## config.mk

```make
export PLATFORM = sky130hd
export DESIGN_NAME = mem_port_arbiter
export DESIGN_NICKNAME = d
export VERILOG_FILES = /design/src/rtl/mem_arb_pkg.sv /design/src/rtl/mem_port_arbiter_arb_prio_sel.sv /design/src/rtl/mem_port_arbiter.sv
export SDC_FILE = /design/constraint.sdc
export NUM_CORES = 1
export LEC_CHECK = 0
export ABC_AREA = 1
export ABC_CLOCK_PERIOD_IN_PS = 3200
export CAP_MARGIN = 40
export CORE_AREA = 2 2 133 135
export DETAILED_ROUTE_END_ITERATION = 6
export DIE_AREA = 0 0 135 137
export MAX_ROUTING_LAYER = met4
export SLEW_MARGIN = 20
export SYNTH_ARGS = -nofsm -noshare
export SYNTH_HDL_FRONTEND = slang
export SYNTH_SLANG_ARGS = --single-unit
```

## constraint.sdc

```tcl
create_clock -name clk_in -period 3.2 [get_ports clk_in]
set_clock_uncertainty 0.15 [all_clocks]
set_input_delay 0.64 -clock clk_in [delete_from_list [all_inputs] [get_ports clk_in]]
set_output_delay 0.64 -clock clk_in [all_outputs]
set_load 0.02 [all_outputs]
```

## src/rtl/mem_arb_pkg.sv

```systemverilog
// Shared types and constants for the three-way
// instruction/data/loader memory port arbiter.
package mem_arb_pkg;

    localparam int DEF_ADDR_W = 6;
    localparam logic [3:0] FULL_MASK = 4'b1111;

    // Bit positions of each requester in eligibility/grant vectors
    localparam int G_IF = 0;
    localparam int G_DM = 1;
    localparam int G_LD = 2;

    typedef enum logic [1:0] {
        OWN_NONE,
        OWN_IF,
        OWN_DM,
        OWN_LD
    } owner_t;

    typedef enum logic [1:0] {
        K_READ,
        K_WRITE,
        K_ERR
    } kind_t;

    function automatic logic out_of_range(
        input logic [31:0] addr,
        input int          aw
    );
        return (addr >> (aw + 2)) != 32'd0;
    endfunction

endpackage

```

## src/rtl/mem_port_arbiter_arb_prio_sel.sv

```systemverilog
// Fixed-priority (LD > DM > IF) winner select with a
// saturating wait counter that forces a starved IF through.
module arb_prio_sel
    import mem_arb_pkg::*;
#(
    parameter int MAX_WAIT = 3,
    parameter int WCW      = 2
) (
    input  logic [2:0]     i_elig,
    input  logic           i_if_req,
    input  logic [WCW-1:0] i_wait_cnt,
    output logic [2:0]     o_grant,
    output logic [WCW-1:0] o_wait_nxt
);

    logic w_force_if;

    assign w_force_if = i_elig[G_IF] &&
                        (i_wait_cnt == WCW'(MAX_WAIT));

    always_comb begin
        o_grant = 3'b000;
        if (w_force_if) begin
            o_grant[G_IF] = 1'b1;
        end else if (i_elig[G_LD]) begin
            o_grant[G_LD] = 1'b1;
        end else if (i_elig[G_DM]) begin
            o_grant[G_DM] = 1'b1;
        end else if (i_elig[G_IF]) begin
            o_grant[G_IF] = 1'b1;
        end
    end

    // Holds while IF waits on its own response
    always_comb begin
        o_wait_nxt = i_wait_cnt;
        if (!i_if_req || o_grant[G_IF]) begin
            o_wait_nxt = '0;
        end else if (i_elig[G_IF] &&
                     (i_wait_cnt != WCW'(MAX_WAIT))) begin
            o_wait_nxt = i_wait_cnt + 1'b1;
        end
    end

endmodule

```

## src/rtl/mem_port_arbiter.sv

```systemverilog
// Arbitrates IF, DM and loader onto one synchronous-read
// memory; responses come back one cycle after each grant.
module mem_port_arbiter
    import mem_arb_pkg::*;
#(
    parameter int ADDR_W   = DEF_ADDR_W,
    parameter int MAX_WAIT = 3
) (
    input  logic              clk_in,
    input  logic              rst_in,
    input  logic              if_req,
    input  logic [31:0]       if_addr,
    output logic [31:0]       if_rdata,
    output logic              if_valid,
    output logic              if_err,
    input  logic              dm_req,
    input  logic              dm_we,
    input  logic [31:0]       dm_addr,
    input  logic [31:0]       dm_wdata,
    input  logic [3:0]        dm_wr_mask,
    output logic [31:0]       dm_rdata,
    output logic              dm_valid,
    output logic              dm_err,
    input  logic              ld_req,
    input  logic              ld_we,
    input  logic [31:0]       ld_addr,
    input  logic [31:0]       ld_wdata,
    output logic [31:0]       ld_rdata,
    output logic              ld_valid,
    output logic              ld_err,
    output logic              mem_en,
    output logic [3:0]        mem_we,
    output logic [ADDR_W-1:0] mem_addr,
    output logic [31:0]       mem_wdata,
    input  logic [31:0]       mem_rdata
);

    localparam int WCW =
        (MAX_WAIT < 1) ? 1 : $clog2(MAX_WAIT + 1);

    owner_t         r_owner;
    kind_t          r_kind;
    logic [WCW-1:0] r_wait_cnt;

    logic [2:0]     w_elig;
    logic [2:0]     w_grant;
    logic [WCW-1:0] w_wait_nxt;

    owner_t         w_win;
    kind_t          w_kind;
    logic           w_sel_we;
    logic           w_sel_oor;
    logic [31:0]    w_sel_addr;
    logic [31:0]    w_sel_wdata;
    logic [3:0]     w_sel_mask;
    logic           w_acc;
    logic           w_wr;

    assign w_elig[G_IF] = if_req && (r_owner != OWN_IF);
    assign w_elig[G_DM] = dm_req && (r_owner != OWN_DM);
    assign w_elig[G_LD] = ld_req && (r_owner != OWN_LD);

    arb_prio_sel #(
        .MAX_WAIT (MAX_WAIT),
        .WCW      (WCW)
    ) u_sel (
        .i_elig     (w_elig),
        .i_if_req   (if_req),
        .i_wait_cnt (r_wait_cnt),
        .o_grant    (w_grant),
        .o_wait_nxt (w_wait_nxt)
    );

    // IF only reads; the loader always writes whole words
    always_comb begin
        w_win       = OWN_NONE;
        w_sel_we    = 1'b0;
        w_sel_addr  = '0;
        w_sel_wdata = '0;
        w_sel_mask  = '0;
        unique case (1'b1)
            w_grant[G_LD]: begin
                w_win       = OWN_LD;
                w_sel_we    = ld_we;
                w_sel_addr  = ld_addr;
                w_sel_wdata = ld_wdata;
                w_sel_mask  = FULL_MASK;
            end
            w_grant[G_DM]: begin
                w_win       = OWN_DM;
                w_sel_we    = dm_we;
                w_sel_addr  = dm_addr;
                w_sel_wdata = dm_wdata;
                w_sel_mask  = dm_wr_mask;
            end
            w_grant[G_IF]: begin
                w_win       = OWN_IF;
                w_sel_addr  = if_addr;
            end
            default: ;
        endcase
    end

    assign w_sel_oor = out_of_range(w_sel_addr, ADDR_W);

    assign w_kind = w_sel_oor ? K_ERR :
                    w_sel_we  ? K_WRITE : K_READ;

    assign w_acc = !rst_in && (w_win != OWN_NONE) &&
                   !w_sel_oor;
    assign w_wr  = w_acc && w_sel_we;

    assign mem_en    = w_acc;
    assign mem_we    = w_wr ? w_sel_mask : 4'b0000;
    assign mem_addr  = w_sel_addr[ADDR_W+1:2];
    assign mem_wdata = w_wr ? w_sel_wdata : 32'd0;

    always_ff @(posedge clk_in) begin
        if (rst_in) begin
            r_owner    <= OWN_NONE;
            r_kind     <= K_READ;
            r_wait_cnt <= '0;
        end else begin
            r_owner    <= w_win;
            r_kind     <= w_kind;
            r_wait_cnt <= w_wait_nxt;
        end
    end

    // Reset kills a response that is already in flight
    assign if_valid = !rst_in && (r_owner == OWN_IF);
    assign dm_valid = !rst_in && (r_owner == OWN_DM);
    assign ld_valid = !rst_in && (r_owner == OWN_LD);

    assign if_err = if_valid && (r_kind == K_ERR);
    assign dm_err = dm_valid && (r_kind == K_ERR);
    assign ld_err = ld_valid && (r_kind == K_ERR);

    assign if_rdata = (if_valid && r_kind == K_READ) ?
                      mem_rdata : 32'd0;
    assign dm_rdata = (dm_valid && r_kind == K_READ) ?
                      mem_rdata : 32'd0;
    assign ld_rdata = (ld_valid && r_kind == K_READ) ?
                      mem_rdata : 32'd0;

endmodule

```

======== Yosys cells after proc, flatten, opt, wreduce, memory -nomap -nowiden ========
Cells that the tools add are included.
word-level totals
  register bits after elaboration ......... 6
  word-level logic and storage cells ...... 59
  bits of input ports ..................... 203
  output and inout bits ................... 145
operators by class
  $add $sub $neg .......................... 1
  eq/ne operators ......................... 9
  reduce and logical (&&, ||, !) cells .... 26
  mux-type cells .......................... 19
operators with widths
  cell                                                              count
  32-bit 2-to-1 mux                                                 4
  32-bit case mux with 3 select lines                               1
  32-bit case mux with 2 select lines                               1
  32-bit nonzero test                                               1
  1-bit logical AND                                                 17
  2-bit == test (second input constant)                             4
  4-bit case mux with 2 select lines                                1
  1-bit 2-to-1 mux                                                  6
  2-bit 2-to-1 mux                                                  3
  2-bit != test (second input constant)                             3
  2-bit case mux with 3 select lines                                1
  4-bit 2-to-1 mux                                                  1
  2-bit OR reduction                                                2
  1-bit zero test                                                   3
  2-bit by 1-bit adder with 2-bit output (second input constant)    1
  2-bit by 1-bit == test with 1-bit output (second input constant)  1
  2-bit zero test                                                   1
  2-bit by 1-bit != test with 1-bit output (second input constant)  1
  1-bit case mux with 2 select lines                                1
  2-bit nonzero test                                                1
  1-bit logical OR                                                  1

======== Depth between registers and ports, before layout ========
Gate-level depths: netlist of the first run.
  depth in word-level cells ............... 12
  depth in mapped cells ................... 11
  gate-level depth less buffers ........... 10

======== By module ========
A second synthesis of the first run with hierarchy kept.
second synthesis, totals
  cells, all modules ...................... 413
  area total of the unflattened synthesis .. 1970.6 µm²
by module, submodules not included
  module            area each (µm²)  instances  seq. area each (µm²)  cells an instance
  mem_port_arbiter  1873.0           1          120.1                 391
  arb_prio_sel      97.6             1          0.0                   22

======== Worst setup path after synthesis of the first run ========
No wires, ideal clock.
  path type ............................... input port to output port
  start point ............................. in rst_in
  end point ............................... out dm_rdata[10]
  cell stages on the path ................. 5
  data required time ...................... 2.410 ns
  slack ................................... 0.537 ns
  arrival ................................. 1.873 ns
  buffers on the path ..................... 2
  path through ............................ clkbuf_1 -> nor2_1 -> nand2_1 -> clkbuf_1 -> nor2_1
between the ends
  cells in the longest elaborated chain, start to end .. 4
RTL lines
  element            RTL line                 text
  from (decl)        mem_port_arbiter.sv:10   input logic rst_in,
  1-bit zero test    mem_port_arbiter.sv:132  assign dm_valid = !rst_in && (r_owner == OWN_DM);
  1-bit logical AND  mem_port_arbiter.sv:132
  via dm_valid       mem_port_arbiter.sv:22   output logic dm_valid,
  1-bit logical AND  mem_port_arbiter.sv:141  assign dm_rdata = (dm_valid && r_kind == K_READ) ?
  32-bit 2-to-1 mux  mem_port_arbiter.sv:141
  to (decl)          mem_port_arbiter.sv:21   output logic [31:0] dm_rdata,
The timed path passes the listed nets, and every way through them passes these cells.

======== Final worst setup path of the first run ========
  start point ............................. in ld_addr[16]
  end point ............................... out mem_wdata[6]
between the ends
  cells in the longest elaborated chain, start to end .. 6
RTL lines
  element                              RTL line                 text
  from (decl)                          mem_port_arbiter.sv:26   input logic [31:0] ld_addr,
  32-bit case mux with 3 select lines  mem_port_arbiter.sv:81   unique case (1'b1)
  32-bit nonzero test                  mem_arb_pkg.sv:30        return (addr >> (aw + 2)) != 32'd0;
  1-bit zero test                      mem_port_arbiter.sv:110  !w_sel_oor;
  1-bit logical AND                    mem_port_arbiter.sv:109  assign w_acc = !rst_in && (w_win != OWN_NONE) &&
  1-bit logical AND                    mem_port_arbiter.sv:111  assign w_wr = w_acc && w_sel_we;
  32-bit 2-to-1 mux                    mem_port_arbiter.sv:116  assign mem_wdata = w_wr ? w_sel_wdata : 32'd0;
  to (decl)                            mem_port_arbiter.sv:34   output logic [31:0] mem_wdata,
Every way passes these cells.

==> results of run 1 <==
per-layer routing:
metal,track usage [%],share of wire [%],up-vias
met5,-,0,-
met4,1.852,0.74,0
met3,2.333,7.6,10
met2,27.07,51,214
met1,16.35,40,1681
li1,-,-,2023
cell families (layout without fill, tap and decap cells):
group,after synthesis,after routing
buffers and inverters,112,472
DFF,6,6
adders and majority gates,1,1
and+or+nand+nor,257,257
AOI/OAI and AO/OA,46,46
synth_stat cells (4+ instances only):
cell	instances
nor2_1	138
inv_1	81
nand2_1	54
a22o_1	32
nor3_2	30
clkbuf_1	10
nor3_1	10
buf_6	8
a22oi_1	6
dfxtp_1	6
nand2_2	5
nand3_1	5
buf_4	4
nand4_1	4
metrics by stage:
stage          util [%]  hold slack [ns]  total power [mW]   TNS, ns  worst slack, ns
2_1_floorplan         -           0.2925            0.3305         0           0.5370
3_3_place_gp      36.11           0.3029            0.7237    -21.45          -0.4963
3_5_place_dp      36.11           0.3222            0.7256    -23.10          -0.5181
4_1_cts           35.70           0.3222            0.9137  -0.06435         -0.06435
5_1_grt           37.29           0.3437            0.9591         0          0.01718
6_report          37.29           0.3189            0.8990         0           0.1149
worst max path at each step:
stage | to | slack [ns] | depth (start not counted)
3_5_place_dp | mem_wdata[1] | -0.52 | 9
3_3_place_gp | mem_wdata[1] | -0.50 | 9
5_1_grt | ld_rdata[25] | 0.02 | 6
4_1_cts | mem_wdata[30] | -0.06 | 12
6_report | mem_wdata[6] | 0.11 | 9
2_1_floorplan | dm_rdata[10] | 0.54 | 5
final cells by class:
class | instances | area share, %
clock buffers | 3 | 1.180
inverters | 88 | 5.312
multi-input cells | 304 | 26.91
flip-flops and latches | 6 | 1.889
well taps | 225 | 4.427
repair buffers | 381 | 60.28
report_power, final:
group	internal (mW)	switching, mW
Combinational	0.349	0.272
Clock	0.160	0.0365
Sequential	0.0792	0.00331
Total	0.588	0.311
repair_timing:
item	CTS	global route
cloned	2	1
endpoints found under the setup margin	104	69
endpoints found under the hold margin	0	0
pin swaps	27	56
setup buffers	4	0
gates resized for setup	255	98
critical path, stage by stage:
cell and delay, ns:
clkdlybuf4s50_1 0.44, o211ai_2 0.19, nand2_2 0.08, nor2_4 0.13, nand4_4 0.15, buf_12 0.19, buf_16 0.14, nor3_4 0.18
buf_6 0.14
flip-flops by register name, indices dropped and copies added, names as in the netlist:
signal,flops
r_kind,2
r_owner,2
r_wait_cnt,2
cells in the final DEF (no fill, tap or decap), types with 4 or more instances in the layout:
cell type          n
dfxtp_1            6
clkbuf_16          4
inv_1             81
nor2_1           137
nor3_2            29
dlymetal6s2s_1    79
buf_4             37
dlygate4sd2_1     85
clkdlybuf4s50_1  136
nand4_1            4
nand2_1           51
nor3_1             9
a22oi_1            6
a22o_1            32
buf_2             26
buf_12             8
nand2_2            8
==> impl_metrics.tcl, run 1 <==
set metrics [dict create \
    synth_enable_flop_cells 0 \
    synth-compound-area-share_pct 16.69 \
    slew-limit-headroom_pct 82.13 \
    p_per_area_nw_per_um2 141.4 \
    netlist_area_um2 2286 \
    antenna_found_initial 1 \
    run_status "finished clean" \
    seq_area_frac_synth_pct 5.255 \
    synth_top_flop_cell "dfxtp_1" \
    worstSkewPairLatency_ns 0.22 \
    max_freq_mhz 324.1 \
    sequential_cell_area_um2 120.1 \
    global_placement_routability_congestion 0.8001 \
    ant_nets 0 \
    crit-reg2reg-launch "r_wait_cnt[0]$_SDFFE_PP0P_" \
    synth_cell_type_count 31 \
    clock_sinks 6 \
    placedCellCount 997 \
    global_route.usage.total_pct 14.36 \
    grt_max_degree 33 \
    die_height_um 137 \
    synth_mux_area_share_pct 0 \
    drt-wirelength-per-cell_um 14.27 \
    cp_arrival_ns 2.30 \
    htree_levels 1 \
    setup.worst_path.class "in2out" \
    tightest_slew_ns 0.2676 \
    wirelength_mm 14.37 \
    yosysTopAreaCellShare_pct 22.66 \
    synth.avg_cell_area_um2 5.417 \
    grt_pass1_wl_mm 20.22 \
    synth_cells 422 \
    setup.worst_path.start_class "input pin" \
    worst_hold_path_type "reg2reg" \
    critPathRequiredTime_ns 2.41 \
    ys_warn_count 0 \
    setup_violations 0 \
    fin_area_um2 6360 \
    num_io_pins 348 \
    synth.top_cells.by_area "nor2_1 23%, inv_1 13%, nor3_2 13%" \
    multi_input_area_um2 1712 \
    globalRoute.totalOverflow 0 \
    dpl_cell_area_um2 6158 \
    dp_hpwl_mm 12.25 \
    effective_utilization_at_floorplan_pct 13.40 \
    core.rowCount 48 \
    fp.dieArea_um2 18500 \
    synth_top_family_by_area "simple AND/OR/NAND/NOR gates" \
    start_point_of_the_critical_path "ld_addr[16]" \
    detail_route.first_pass.iterations 4 \
    drive_gt1_share_pct 17.65 \
    routed_via_density 3.901 \
    min_period_ns 3.085 \
    inserted_diodes 0 \
    syn_to_final_growth_pct 178.2 \
    tritoncts.num_buffers 3 \
    worst_setup_hold_path_clk_slew_ns 0.03 \
    layout.cells.non_filler 1007 \
    final_net_count 988 \
    async_reset_ff_share_pct 0 \
    tritoncts "done" \
    first_iter_violations 73 \
    final_hold_fails 0 \
    synth-seq-cells 6 \
    via_count_of_the_first_global_routing_pass 3737 \
    die_width_um 135 \
    hold_path_depth 2 \
    holdBufCountCts 0 \
    synth_top_cell_by_area "nor2_1" \
    synth_adder_area_share_pct 0.5473 \
    fill_cells 1841 \
    cp_max_fo 7 \
    clock_path_buffers 2 \
    finalMaxSlewViolations 0 \
    dr_drc_count 0 \
    setup.worst_path.end_class "primary output" \
    cap_viol_max_count 0 \
    synth-simple-area-share_pct 55.67 \
    holdCritStartpoint "r_wait_cnt[1]$_SDFFE_PP0P_" \
    detailroute.via_count 3928 \
    vdd.ir_drop.worst_uv 129.5 \
    cts-root-buf "clkbuf_16" \
    holdPathEnd "r_wait_cnt[1]$_SDFFE_PP0P_" \
    grt_setup_unrepaired "false" \
    reg2reg_setup_slack_ns 1.39 \
    synth.net_count 626 \
    rr_worst_depth 9 \
    post-route-period-util_pct 96.41 \
    synthXorXnorAreaFrac_pct 0 \
    count_of_buffers_from_port_buffering 341 \
    cellLeakagePower_nw 4.096 \
    coreArea_um2 17060 \
    critical_register_to_register_path_endpoint "r_kind[0]$_SDFF_PP0_" \
]
No activity file was read; power rests on OpenSTA's default activity.
==> inputs of run 2 (changes only) <==
--- a/config.mk
+++ b/config.mk
@@ -6,11 +6,11 @@
 export NUM_CORES = 1
 export LEC_CHECK = 0
 export ABC_AREA = 1
-export ABC_CLOCK_PERIOD_IN_PS = 3200
+export ABC_CLOCK_PERIOD_IN_PS = 2600
 export CAP_MARGIN = 40
-export CORE_AREA = 2 2 133 135
+export CORE_AREA = 2 2 136 138
 export DETAILED_ROUTE_END_ITERATION = 6
-export DIE_AREA = 0 0 135 137
+export DIE_AREA = 0 0 138 140
 export MAX_ROUTING_LAYER = met4
 export SLEW_MARGIN = 20
 export SYNTH_ARGS = -nofsm -noshare
==> constraint.sdc (replaced) <==
create_clock -name clk_in -period 2.6 [get_ports clk_in]
set_clock_uncertainty 0.15 [all_clocks]
set_input_delay 0.52 -clock clk_in [delete_from_list [all_inputs] [get_ports clk_in]]
set_output_delay 0.52 -clock clk_in [all_outputs]
set_load 0.02 [all_outputs]
==> impl_metrics.tcl, run 2 (synthesis results as in run 1) <==
set metrics [dict create \
    run_status "complete, but fails checks" \
    violations_in_the_final_reports "setup timing" \
    grt_pass1_wl_mm 21.51 \
    grt_setup_unrepaired "true" \
    via_count_of_the_first_global_routing_pass 3917 \
    worst_setup_hold_path_clk_slew_ns 0.03 \
    crit_path_max_incr_delay_ns 0.34 \
    comb_power_share_pct 70.8 \
    htree_levels 1 \
    setup.worst_path.class "reg2out" \
    routed_via_density 4.002 \
    clock_path_buffers 2 \
    die_width_um 138 \
    syn_to_final_growth_pct 190.5 \
    fp.dieArea_um2 19320 \
    gr-usage-met3_pct 3.179 \
    tightest_slew_ns 0.2510 \
    final_net_count 999 \
    detail_route.first_pass.iterations 4 \
    setup.worst_path.start_class "register" \
    grt_max_degree 33 \
    slew-limit-headroom_pct 83.22 \
    antenna_found_initial 1 \
    final.setup.tns_ns -1.224 \
    tritoncts.num_buffers 3 \
    pwr-share-seq_pct 8.7 \
    fin_area_um2 6641 \
    clock_sinks 6 \
    crit_path_top_delay_cell "dfxtp_2" \
    post-route-period-util_pct 102.9 \
    first_iter_violations 72 \
    die_height_um 140 \
    worst_slack_ns -0.07590 \
    post-layout-total-power_mw 1.179 \
    max_freq_mhz 373.7 \
    final_hold_fails 0 \
    min_period_ns 2.676 \
    clock_power_share_pct 20.5 \
    detailroute.via_count 4094 \
    tritoncts "done" \
    critPathRequiredTime_ns 1.93 \
    cap_viol_max_count 0 \
    worst_hold_path_type "reg2reg" \
    finalMaxSlewViolations 0 \
    setup_violations 32 \
    globalRoute.totalOverflow 0 \
    dr_drc_count 0 \
    vdd.ir_drop.worst_uv 188.7 \
    holdCritStartpoint "r_wait_cnt[1]$_SDFFE_PP0P_" \
    cts-root-buf "clkbuf_16" \
    grt.met2_usage_pct 24.99 \
    global_placement_routability_congestion 0.8455 \
    cp_max_fo 7 \
    worstSkewPairLatency_ns 0.22 \
    critical_path.cell_chain "ha_4, nand3_4, o211ai_1, nand2_2, nor2_4, nand4_4, buf_12, buf_16, nor3_4, buf_6" \
    drt-wirelength-per-cell_um 14.44 \
    start_point_of_the_critical_path "r_wait_cnt[1]$_SDFFE_PP0P_" \
    count_of_buffers_from_port_buffering 341 \
    net_switching_component_of_the_power_mw 0.4379 \
    holdBufCountCts 0 \
    wirelength_mm 14.77 \
    cell_internal_pwr_mw 0.7414 \
    dp_hpwl_mm 11.76 \
    gr-max-usage-layer "met2" \
    effective_utilization_at_floorplan_pct 12.86 \
    fill_cells 1873 \
    crit-reg2reg-launch "r_wait_cnt[0]$_SDFFE_PP0P_" \
    reg.largest.list "r_kind x2, r_owner x2, r_wait_cnt x2" \
    cp_arrival_ns 2.01 \
    ant_nets 0 \
    setup.worst_path.end_class "primary output" \
    dpl_cell_area_um2 6118 \
    global_route.usage.total_pct 14.11 \
    cellLeakagePower_nw 3.502 \
    layout_common_cells "128 x nor2_1, 126 x clkdlybuf4s50_1, 83 x dlygate4sd2_1" \
    coreArea_um2 17780 \
    layout.cells.most_common "nor2_1" \
    drive_gt1_share_pct 27.62 \
    core.rowCount 49 \
    num_io_pins 348 \
    netSwitchingFraction_pct 37.13 \
    p_per_area_nw_per_um2 177.6 \
    met1_usage_grt_pct 16.52 \
]
[run 2: cell count changes in the layout (fill, tap and decap cells not counted), moves of 4 or more]
| cell | before | now |
|---|---|---|
| buf_6 | 2 | 36 |
| dlymetal6s2s_1 | 79 | 0 |
| dfxtp_1 | 6 | 2 |
| nor3_4 | 2 | 28 |
| nor3_1 | 9 | 3 |
| clkdlybuf4s15_1 | 3 | 51 |
| clkbuf_2 | 0 | 9 |
| nor3_2 | 29 | 9 |
| nor2_1 | 137 | 128 |
| inv_1 | 81 | 77 |
| nor2_2 | 1 | 8 |
| clkdlybuf4s50_1 | 136 | 126 |
[run 2: worst paths after layout]
check                                to  slack (ns)  cells after the start
min reg2reg  r_wait_cnt[1]$_SDFFE_PP0P_        0.33                      2
max reg2reg        r_kind[0]$_SDFF_PP0_        0.63                     12
max                       mem_wdata[17]       -0.08                     10
min          r_wait_cnt[1]$_SDFFE_PP0P_        0.33                      2
[run 2: cell type report]
type	instances	area, µm²	area share [%]
multi-input cells	305	1972	29.69
inverters	88	345.3	5.200
well taps	229	286.5	4.314
diodes	1	2.502	0.03768
clock buffers	3	75.07	1.130
flip-flops and latches	6	127.6	1.922
repair buffers	391	3832	57.71
[run 2: timing repair]
item / 4_1_cts / 5_1_grt
gates cloned: 6 / 5
resized for setup: 495 / 134
setup endpoints to repair: 145 / 85
setup buffers: 5 / 9
pin swaps: 50 / 29
hold endpoints to repair: 0 / 0
[run 2: routing by layer]
| metal | wire length (µm) | part of all wire (%) |
|---|---|---|
| met5 | 0 | 0 |
| met4 | 249 | 1.7 |
| met3 | 1265 | 8.6 |
| met2 | 7258 | 49 |
| met1 | 5998 | 41 |
[run 2: power groups by stage]
stage / clock, mW / sequential (mW) / combinational [mW]
floorplan: 0 / 0.102 / 0.305
global placement: 0 / 0.103 / 0.779
detailed placement: 0 / 0.103 / 0.782
CTS: 0.247 / 0.103 / 0.773
global route: 0.252 / 0.103 / 0.900
finish: 0.242 / 0.103 / 0.835
[run 2: through the flow]
step	cells	setup slack [ns]	hold slack, ns	util, %
final	1023	-0.07590	0.3308	37.35
after global routing	1023	-0.1911	0.3666	37.35
after CTS	1009	-0.1238	0.3449	34.52
after detailed placement	995	-0.7789	0.3090	34.41
after global placement	995	-0.7435	0.3037	34.41
after floorplan	422	0.1770	0.2925	-
[run 2: worst max-delay path: cells and delay by family (launching register included)]
family,cells,cell delay (ns)
simple gates,5,0.65
buf+inv,3,0.47
flops,1,0.34
fa+ha+maj,1,0.17
compound gates,1,0.14
==> inputs of run 3 (changes only) <==
--- a/config.mk
+++ b/config.mk
@@ -12,6 +12,7 @@
 export DETAILED_ROUTE_END_ITERATION = 6
 export DIE_AREA = 0 0 138 140
 export MAX_ROUTING_LAYER = met4
+export SETUP_SLACK_MARGIN = 0.4
 export SLEW_MARGIN = 20
 export SYNTH_ARGS = -nofsm -noshare
 export SYNTH_HDL_FRONTEND = slang
==> impl_metrics.tcl, run 3 (synthesis results as in run 1) <==
set metrics [dict create \
    cp_arrival_ns 1.93 \
    fill_cells 1741 \
    clock_sinks 6 \
    comb_power_share_pct 74.7 \
    post-route-period-util_pct 100.2 \
    ant_nets 0 \
    min_period_ns 2.605 \
    final_hold_fails 0 \
    cp_max_fo 10 \
    drt-wirelength-per-cell_um 15.71 \
    holdBufCountCts 0 \
    wirelength_mm 16.71 \
    final.setup.tns_ns -0.007896 \
    syn_to_final_growth_pct 249.9 \
    critPathRequiredTime_ns 1.93 \
    finalCoreUtilization_pct 44.98 \
    cap_viol_max_count 0 \
    layout.cells.most_common "buf_6" \
    rr_worst_depth 12 \
    setup_violations 2 \
    tightest_slew_ns 0.3244 \
    holdCritStartpoint "r_wait_cnt[1]$_SDFFE_PP0P_" \
    grt_max_degree 23 \
    reg.largest.list "r_kind x2, r_owner x2, r_wait_cnt x2" \
    pwr-share-seq_pct 7.6 \
    net_switching_component_of_the_power_mw 0.5409 \
    detail_route.first_pass.iterations 4 \
    first_iter_violations 80 \
    count_of_buffers_from_port_buffering 341 \
    critical_register_to_register_path_endpoint "r_kind[0]$_SDFF_PP0_" \
    holdPathEnd "r_wait_cnt[1]$_SDFFE_PP0P_" \
    fp.dieArea_um2 19320 \
    finalMaxSlewViolations 0 \
    grt_pass1_wl_mm 22.11 \
    final_net_count 1039 \
    crit-reg2reg-launch "r_owner[1]$_SDFF_PP0_" \
    die_width_um 138 \
    p_per_area_nw_per_um2 173.4 \
    vdd.ir_drop.worst_uv 169.9 \
    cts-root-buf "clkbuf_16" \
    tritoncts "done" \
    coreArea_um2 17780 \
    max_freq_mhz 383.9 \
    cellLeakagePower_nw 3.722 \
    antenna_found_initial 1 \
    setup.worst_path.end_class "primary output" \
    worst_slack_ns -0.004939 \
    worst_hold_path_type "reg2reg" \
    multi_input_area_um2 2705 \
    setup.worst_path.start_class "register" \
    sequential_cell_area_um2 130.1 \
    detailroute.via_count 4373 \
    setup.worst_path.class "reg2out" \
    slew-limit-headroom_pct 78.32 \
    globalRoute.totalOverflow 0 \
    final.hold.worst_slack_ns 0.3320 \
    cell_internal_pwr_mw 0.8455 \
    worstSkewPairLatency_ns 0.22 \
    layout_common_cells "128 x buf_6, 120 x clkdlybuf4s50_1, 87 x nor2_4" \
    fin_area_um2 7998 \
    drive_gt1_share_pct 59.06 \
    core.rowCount 49 \
    violations_in_the_final_reports "setup timing" \
    hold_path_depth 2 \
    via_count_of_the_first_global_routing_pass 4221 \
    run_status "complete, but fails checks" \
    dr_drc_count 0 \
    reg2reg_setup_slack_ns 0.85 \
    global_placement_routability_congestion 0.8165 \
    dp_hpwl_mm 11.46 \
    worst_setup_hold_path_clk_slew_ns 0.03 \
    htree_levels 1 \
    netSwitchingFraction_pct 39.01 \
    routed_via_density 4.114 \
    dpl_cell_area_um2 6361 \
    tritoncts.num_buffers 3 \
    effective_utilization_at_floorplan_pct 12.86 \
    clock_path_buffers 2 \
    global_route.usage.total_pct 14.44 \
    placedCellCount 1005 \
    num_io_pins 348 \
    die_height_um 140 \
    layout.cells.non_filler 1063 \
    clock_power_share_pct 17.8 \
    grt_setup_unrepaired "true" \
]
run 3: changes by cell type in the layout (fill, tap and decap cells not counted), moves of 27 or more:
cell / delta
buf_4: +27
buf_6: +92
clkbuf_2: +43
clkdlybuf4s15_1: -37
dlygate4sd2_1: -76
nor2_1: -91
nor2_4: +83
run 3: worst max-delay path, stage by stage (launching register included):
cell,delay (ns)
dfxtp_4,0.36
nand2_4,0.08
nand2_4,0.08
buf_6,0.12
nor2_2,0.08
nand3_1,0.09
nand3_2,0.12
nand4_4,0.12
buf_12,0.17
clkbuf_16,0.19
nor3_4,0.13
buf_6,0.14
run 3: per-layer routing:
layer / track usage, % / up-vias / part of all wire (%)
met5: - / - / 0
met4: 2.846 / 0 / 2.7
met3: 1.949 / 28 / 5.5
met2: 27.93 / 242 / 55
met1: 15.76 / 1954 / 37
li1: - / 2149 / -
run 3: cell type report:
cell class | count | area share, %
Antenna cell | 1 | 0.03129
Multi-Input combinational cell | 305 | 33.82
Tap cell | 229 | 3.583
Sequential cell | 6 | 1.627
Inverter | 88 | 4.506
Timing Repair Buffer | 431 | 55.49
Clock buffer | 3 | 0.9387
run 3: power groups by stage:
| stage | Sequential, mW | Combinational, mW | Clock (mW) |
|---|---|---|---|
| 2_1_floorplan | 0.102 | 0.334 | 0 |
| 3_3_place_gp | 0.103 | 0.811 | 0 |
| 3_5_place_dp | 0.103 | 0.816 | 0 |
| 4_1_cts | 0.103 | 0.853 | 0.253 |
| 5_1_grt | 0.106 | 1.10 | 0.262 |
| 6_report | 0.105 | 1.04 | 0.246 |
run 3: worst max-delay path by stage:
stage	start	endpoint	slack, ns	cells after the start
finish	r_owner[1]$_SDFF_PP0_	mem_wdata[13]	-0.005	11
global route	r_owner[1]$_SDFF_PP0_	mem_wdata[12]	-0.11	11
CTS	if_addr[24]	mem_wdata[12]	-0.15	11
detailed placement	ld_req	mem_wdata[31]	-0.86	11
global placement	ld_req	mem_wdata[0]	-0.83	11
floorplan	dm_addr[24]	mem_wdata[0]	0.27	8
run 3: timing repair:
item	in CTS	in global routing
buffers inserted	17	18
pin swaps	77	83
gates cloned	6	13
setup endpoints to repair	145	127
resized for setup	859	471
run 3: stage by stage:
step	total power, mW	worst slack (ns)
6_report	1.386	-0.004939
5_1_grt	1.471	-0.1053
4_1_cts	1.209	-0.1483
3_5_place_dp	0.9192	-0.8648
3_3_place_gp	0.9136	-0.8337
2_1_floorplan	0.4366	0.2724
